File: src/rtl/coax_line_frontend.sv
//==========================================================================
// Module   : coax_line_frontend
// Purpose  : Per-channel coax RX sync/deglitch, TX turnaround blanking,
//            loopback select and maskable RX interrupt aggregation.
// Option   : COAX_LINE_FRONTEND_LATCHED_IRQ_EN - edge-latched irq_status
// Revision : 1.0 - initial release
//==========================================================================
`default_nettype none

module coax_line_frontend #(
   parameter int CHANNELS          = 1,
   parameter int SYNC_STAGES       = 2,
   parameter int FILTER_LENGTH     = 3,
   parameter int TURNAROUND_CLOCKS = 32
) (
   input  logic                clk,
   input  logic                reset,
   input  logic [CHANNELS-1:0] rx_pin,
   input  logic [CHANNELS-1:0] tx_internal,
   input  logic [CHANNELS-1:0] tx_internal_active,
   input  logic [CHANNELS-1:0] loopback,
   output logic [CHANNELS-1:0] rx_to_core,
   output logic [CHANNELS-1:0] tx_active_out,
   input  logic [CHANNELS-1:0] rx_core_active,
   input  logic [CHANNELS-1:0] rx_core_error,
   input  logic [CHANNELS-1:0] irq_mask,
   input  logic [CHANNELS-1:0] irq_clear,
   output logic [CHANNELS-1:0] irq_status,
   output logic                irq
);

   localparam int c_fcnt_w = $clog2(FILTER_LENGTH) + 1;
   localparam int c_gcnt_w = (TURNAROUND_CLOCKS > 1) ? $clog2(TURNAROUND_CLOCKS) : 1;

   localparam logic [c_fcnt_w-1:0] c_filt_last  = c_fcnt_w'(FILTER_LENGTH - 1);
   localparam logic [c_gcnt_w-1:0] c_guard_load =
      (TURNAROUND_CLOCKS > 0) ? c_gcnt_w'(TURNAROUND_CLOCKS - 1) : '0;

   localparam logic [1:0] c_st_listen = 2'd0;
   localparam logic [1:0] c_st_tx     = 2'd1;
   localparam logic [1:0] c_st_guard  = 2'd2;
   localparam logic [1:0] c_st_loop   = 2'd3;

   // With no turnaround guard, leaving TX or LOOP goes straight back to listening
   localparam logic [1:0] c_st_release = (TURNAROUND_CLOCKS == 0) ? c_st_listen : c_st_guard;

   logic r_irq;

   genvar g;
   generate
      for (g = 0; g < CHANNELS; g++) begin : g_chan
         logic [SYNC_STAGES-1:0] r_sync;
         logic                   r_filt;
         logic [c_fcnt_w-1:0]    r_fcnt;
         logic [1:0]             r_state;
         logic [1:0]             w_state_nxt;
         logic [c_gcnt_w-1:0]    r_gcnt;
         logic [c_gcnt_w-1:0]    w_gcnt_nxt;
         logic                   r_rx;
         logic                   w_rx_sel;
         logic                   w_synced;
         logic                   w_event;
         logic                   r_status;

         assign w_synced = r_sync[SYNC_STAGES-1];
         assign w_event  = rx_core_active[g] | rx_core_error[g];

         always_ff @(posedge clk or posedge reset) begin
            if (reset) begin
               r_sync <= '0;
               r_filt <= 1'b0;
               r_fcnt <= '0;
            end else begin
               r_sync <= {r_sync[SYNC_STAGES-2:0], rx_pin[g]};
               if (w_synced == r_filt) begin
                  r_fcnt <= '0;
               end else if (r_fcnt == c_filt_last) begin
                  r_filt <= w_synced;
                  r_fcnt <= '0;
               end else begin
                  r_fcnt <= r_fcnt + c_fcnt_w'(1);
               end
            end
         end

         always_ff @(posedge clk or posedge reset) begin
            if (reset) begin
               r_state <= c_st_listen;
               r_gcnt  <= '0;
               r_rx    <= 1'b0;
            end else begin
               r_state <= w_state_nxt;
               r_gcnt  <= w_gcnt_nxt;
               r_rx    <= w_rx_sel;
            end
         end

         // Loopback overrides TX activity in every state
         always_comb begin
            w_state_nxt = r_state;
            w_gcnt_nxt  = r_gcnt;
            if (loopback[g]) begin
               w_state_nxt = c_st_loop;
            end else begin
               case (r_state)
                  c_st_listen: begin
                     if (tx_internal_active[g]) w_state_nxt = c_st_tx;
                  end
                  c_st_tx: begin
                     if (!tx_internal_active[g]) begin
                        w_state_nxt = c_st_release;
                        w_gcnt_nxt  = c_guard_load;
                     end
                  end
                  c_st_guard: begin
                     if (tx_internal_active[g]) begin
                        w_state_nxt = c_st_tx;
                     end else if (r_gcnt == '0) begin
                        w_state_nxt = c_st_listen;
                     end else begin
                        w_gcnt_nxt = r_gcnt - c_gcnt_w'(1);
                     end
                  end
                  c_st_loop: begin
                     w_state_nxt = c_st_release;
                     w_gcnt_nxt  = c_guard_load;
                  end
                  default: w_state_nxt = c_st_listen;
               endcase
            end
         end

         always_comb begin
            w_rx_sel = 1'b0;
            case (r_state)
               c_st_listen: w_rx_sel = r_filt;
               c_st_loop:   w_rx_sel = tx_internal[g];
               default:     w_rx_sel = 1'b0;
            endcase
         end

`ifdef COAX_LINE_FRONTEND_LATCHED_IRQ_EN
         logic r_event_d;

         // A fresh rising edge beats a coincident clear
         always_ff @(posedge clk or posedge reset) begin
            if (reset) begin
               r_event_d <= 1'b0;
               r_status  <= 1'b0;
            end else begin
               r_event_d <= w_event;
               if (w_event && !r_event_d) begin
                  r_status <= 1'b1;
               end else if (irq_clear[g]) begin
                  r_status <= 1'b0;
               end
            end
         end
`else
         always_ff @(posedge clk or posedge reset) begin
            if (reset) begin
               r_status <= 1'b0;
            end else begin
               r_status <= w_event;
            end
         end
`endif

         assign rx_to_core[g]    = r_rx;
         assign tx_active_out[g] = tx_internal_active[g] & ~loopback[g];
         assign irq_status[g]    = r_status;
      end
   endgenerate

`ifndef COAX_LINE_FRONTEND_LATCHED_IRQ_EN
   logic w_unused_irq_clear;
   assign w_unused_irq_clear = ^irq_clear;
`endif

   always_ff @(posedge clk or posedge reset) begin
      if (reset) begin
         r_irq <= 1'b0;
      end else begin
         r_irq <= |(irq_status & ~irq_mask);
      end
   end

   assign irq = r_irq;

endmodule

`default_nettype wire

File: config.mk
export PLATFORM = sky130hd
export DESIGN_NAME = coax_line_frontend
export DESIGN_NICKNAME = d
export VERILOG_FILES = /design/src/rtl/coax_line_frontend.sv
export SDC_FILE = /design/constraint.sdc
export NUM_CORES = 1
export LEC_CHECK = 0
export ABC_AREA = 1
export CORE_UTILIZATION = 46
export DETAILED_ROUTE_END_ITERATION = 7
export MAX_ROUTING_LAYER = met4
export PLACE_DENSITY = 0.79
export REMOVE_ABC_BUFFERS = 1
export SETUP_SLACK_MARGIN = 0.4
export SYNTH_ARGS = -nofsm -noshare
export SYNTH_HDL_FRONTEND = slang
export SYNTH_SLANG_ARGS = --single-unit
File: constraint.sdc
create_clock -name clk -period 1.36 [get_ports clk]
set_input_delay 0.272 -clock clk [delete_from_list [all_inputs] [get_ports clk]]
set_output_delay 0.272 -clock clk [all_outputs]
set_load 0.01 [all_outputs]
==> impl_metrics.py <==
metrics = {
    "layout": {
        "stdcell_area_um2": 1290,
        "antennaDiodeCount": 0,
        "nets": 154,
        "post-route-util_pct": 73.3,
        "layout-drive-gt1-share_pct": 44.9,
        "area_growth_pct": 45.7,
    },
    "global_routing": {
        "antenna_found_initial": 0,
        "use_met3_pct": 5.56,
        "grt_util_met1_pct": 24.6,
        "overflow": 0,
        "grt_pass1_wl_mm": 3.26,
        "grt_pass1_vias": 793,
        "grt_start_max_net_pins": 17,
        "busiest_layer": "met2",
        "met2_usage_pct": 39.7,
        "globalRouteTotalUtil_pct": 23.5,
    },
    "clock_tree": {
        "htreeDepth": 1,
        "clock_latency_ns": 0.29,
        "hold_buffers": 0,
        "cts_root_buf": "clkbuf_4",
        "cts_tree": "built",
        "cts_buffer_depth": 2,
        "cts_made_buffers": 3,
        "cts_sinks": 16,
        "path_clk_slew_ns": 0.10,
    },
    "routing": {
        "wirelength_mm": 2.00,
        "drc": 0,
        "dr.pass1.iters": 4,
        "avgRoutedWirePerCell_um": 12.3,
        "vias_per_cell": 5.01,
        "first_iter_violations": 18,
        "num_vias": 817,
        "antenna_left": 0,
    },
    "min_path": {
        "worstHoldPathType": "primary input to asynchronous set/reset pin",
    },
    "sta": {
        "finClkSkew_ns": 0.00920,
        "finalHoldViolCount": 0,
        "slew_viol_final": 0,
        "max_freq_mhz": 772,
        "final.setup.tns_ns": 0,
        "fin_ws_ns": 0.0640,
        "layout_min_cycle_time_ns": 1.30,
        "tightest_slew_ns": 0.242,
        "setup_viol": 0,
        "rsz0062_at_grt": "yes",
        "post-route-period-util_pct": 95.3,
        "slew_headroom_pct": 83.8,
    },
    "worst_setup_path": {
        "critPathKind": "flip-flop to flip-flop",
        "cp-end-kind": "flip-flop",
        "reg2reg_slack_ns": 0.06,
        "critPathArrivalTime_ns": 1.48,
        "worstPathMaxFanout": 4,
        "worstSetupStartpointType": "flip-flop",
        "cp.required_ns": 1.55,
    },
    "logic_synthesis": {
        "synthArstFlopShare_pct": 100,
        "netlist_top_cells_count": "nand2_1 (29), inv_1 (17), dfrtp_1 (16)",
        "synth.top_cell.area_share_pct": 45.1,
        "synthTopCellsByArea": "dfrtp_1 (45%), nand2_1 (12%), inv_1 (7.2%), ha_1 (7.1%), nand3_1 (4.5%)",
        "synthCells": 108,
        "avgSynthCellArea_um2": 8.21,
        "synth_edf_count": 0,
        "synth_top_cell_by_area": "dfrtp_1",
        "post-synth-top-count-cell": "nand2_1",
        "synthesis.area_um2": 887,
        "synth_seq_area_share_pct": 45.1,
        "ys.flop_type": "dfrtp_1",
        "yosysUniqueCellTypes": 22,
        "synth-warning-count": 0,
        "synth_seq_cells": 16,
    },
    "placement": {
        "port-buffer-count": 12,
        "post-place-ws_ns": -0.344,
        "dpl_cell_area_um2": 1070,
        "detailed_place_hpwl_mm": 1.31,
        "place_congestion": 0.812,
    },
    "die": {
        "die_h_um": 45.9,
        "core-area_um2": 1760,
        "io_pins": 14,
        "dieArea_um2": 2110,
        "initial_utilization_pct": 50.3,
        "rows": 15,
        "die_x_um": 45.9,
    },
    "pwr": {
        "peakVddDrop_v": 0.00128,
        "p_leak_uw": 0.000645,
        "p_per_area_nw_per_um2": 2010,
    },
    "run": {
        "maxCapViolCount": 0,
    },
    "run_status": {
        "outcome": "finished clean",
    },
}
==> state kept, by name, indices dropped and copies added, names as in the netlist <==
name and count:
g_chan.r_sync 2, irq_status 1, g_chan.r_state 2, g_chan.r_fcnt 3, g_chan.r_filt 1, g_chan.r_gcnt 5
rx_to_core 1, irq 1
==> layout make-up <==
cell class | count | area [µm²]
clock buffer | 4 | 36.3
sequential | 16 | 403
multi-input combinational | 73 | 536
fill | 140 | 472
inverter | 18 | 70.1
timing repair buffer | 27 | 216
tap | 25 | 31.3
==> cells by family (layout without fill, tap and decap cells) <==
kind of cell               Yosys count  count (layout)  synth area share [%]
AOI/OAI and AO/OA                    5               5                  2.82
xor gates and xnor gates             1               1                 0.987
adders and majority gates            5               5                  7.05
buffers and inverters               19              49                  8.89
DFF                                 16              16                  45.1
and+or+nand+nor                     62              62                  35.1
==> metal layers <==
metal,part of all wire [%],wire [µm],up-vias
met5,0,0,-
met4,1.7,34,0
met3,3.3,66,4
met2,54,1080,21
met1,41,820,393
li1,-,-,399
==> per-stage QoR <==
stage	instances	hold slack (ns)	total power, µW
6_report	163	0.294	2600
5_1_grt	163	0.302	2820
4_1_cts	158	0.302	2350
3_5_place_dp	150	0.336	1720
3_3_place_gp	150	0.331	1670
2_1_floorplan	107	0.186	1440
==> worst max-delay path, cell delays in order, from the launching register on <==
cell	delay, ns
dfrtp_2	0.43
inv_2	0.07
buf_4	0.14
ha_4	0.17
or2_1	0.23
nand3_1	0.10
nand2_2	0.05
==> cells in the final DEF, fill, tap and decap left out <==
master and count:
o21ai_1 1, nand2_4 2, o21ai_0 1, a21oi_1 3, nand4_1 4, nand3_4 1
buf_4 13, nand3b_1 2, clkbuf_8 1, nor3b_2 1, dfrtp_1 14, buf_2 3
nor2_1 4, nand2_2 11, xnor2_2 1, buf_6 3, dfrtp_2 2, nor3_1 1
clkbuf_2 2, inv_2 5, nor2_4 5, inv_4 1, or2_1 1, nand3_1 6
ha_2 1, clkdlybuf4s50_1 6, nand3_2 2, nand2_1 21, or2_2 1, ha_4 4
clkbuf_4 3, inv_1 12
==> final timing paths <==
kind | end | depth (start not counted) | start
min | g_chan[0].r_gcnt[1]$_DFFE_PP0P_ | 3 | reset
max | g_chan[0].r_state[0]$_DFFE_PP0P_ | 6 | g_chan[0].r_state[0]$_DFFE_PP0P_
max in group asynchronous | g_chan[0].r_state[0]$_DFFE_PP0P_ | 3 | reset
min in group clk | g_chan[0].r_sync[1]$_DFF_PP0_ | 0 | g_chan[0].r_sync[0]$_DFF_PP0_
max reg2reg | g_chan[0].r_state[0]$_DFFE_PP0P_ | 6 | g_chan[0].r_state[0]$_DFFE_PP0P_
min reg2reg | g_chan[0].r_sync[1]$_DFF_PP0_ | 0 | g_chan[0].r_sync[0]$_DFF_PP0_
==> what timing repair did <==
action,4_1_cts,5_1_grt
gates resized for setup,42,20
setup buffers,4,5
pin swaps,12,5
endpoints found under the setup margin,12,16
endpoints found under the hold margin,0,0
==> power breakdown <==
part | switching, µW | total [µW] | internal, µW
Combinational | 754 | 1460 | 706
Sequential | 181 | 825 | 644
Clock | 148 | 310 | 163
Total | 1080 | 2600 | 1510
Note: power is estimated with default switching activity, not from simulation.
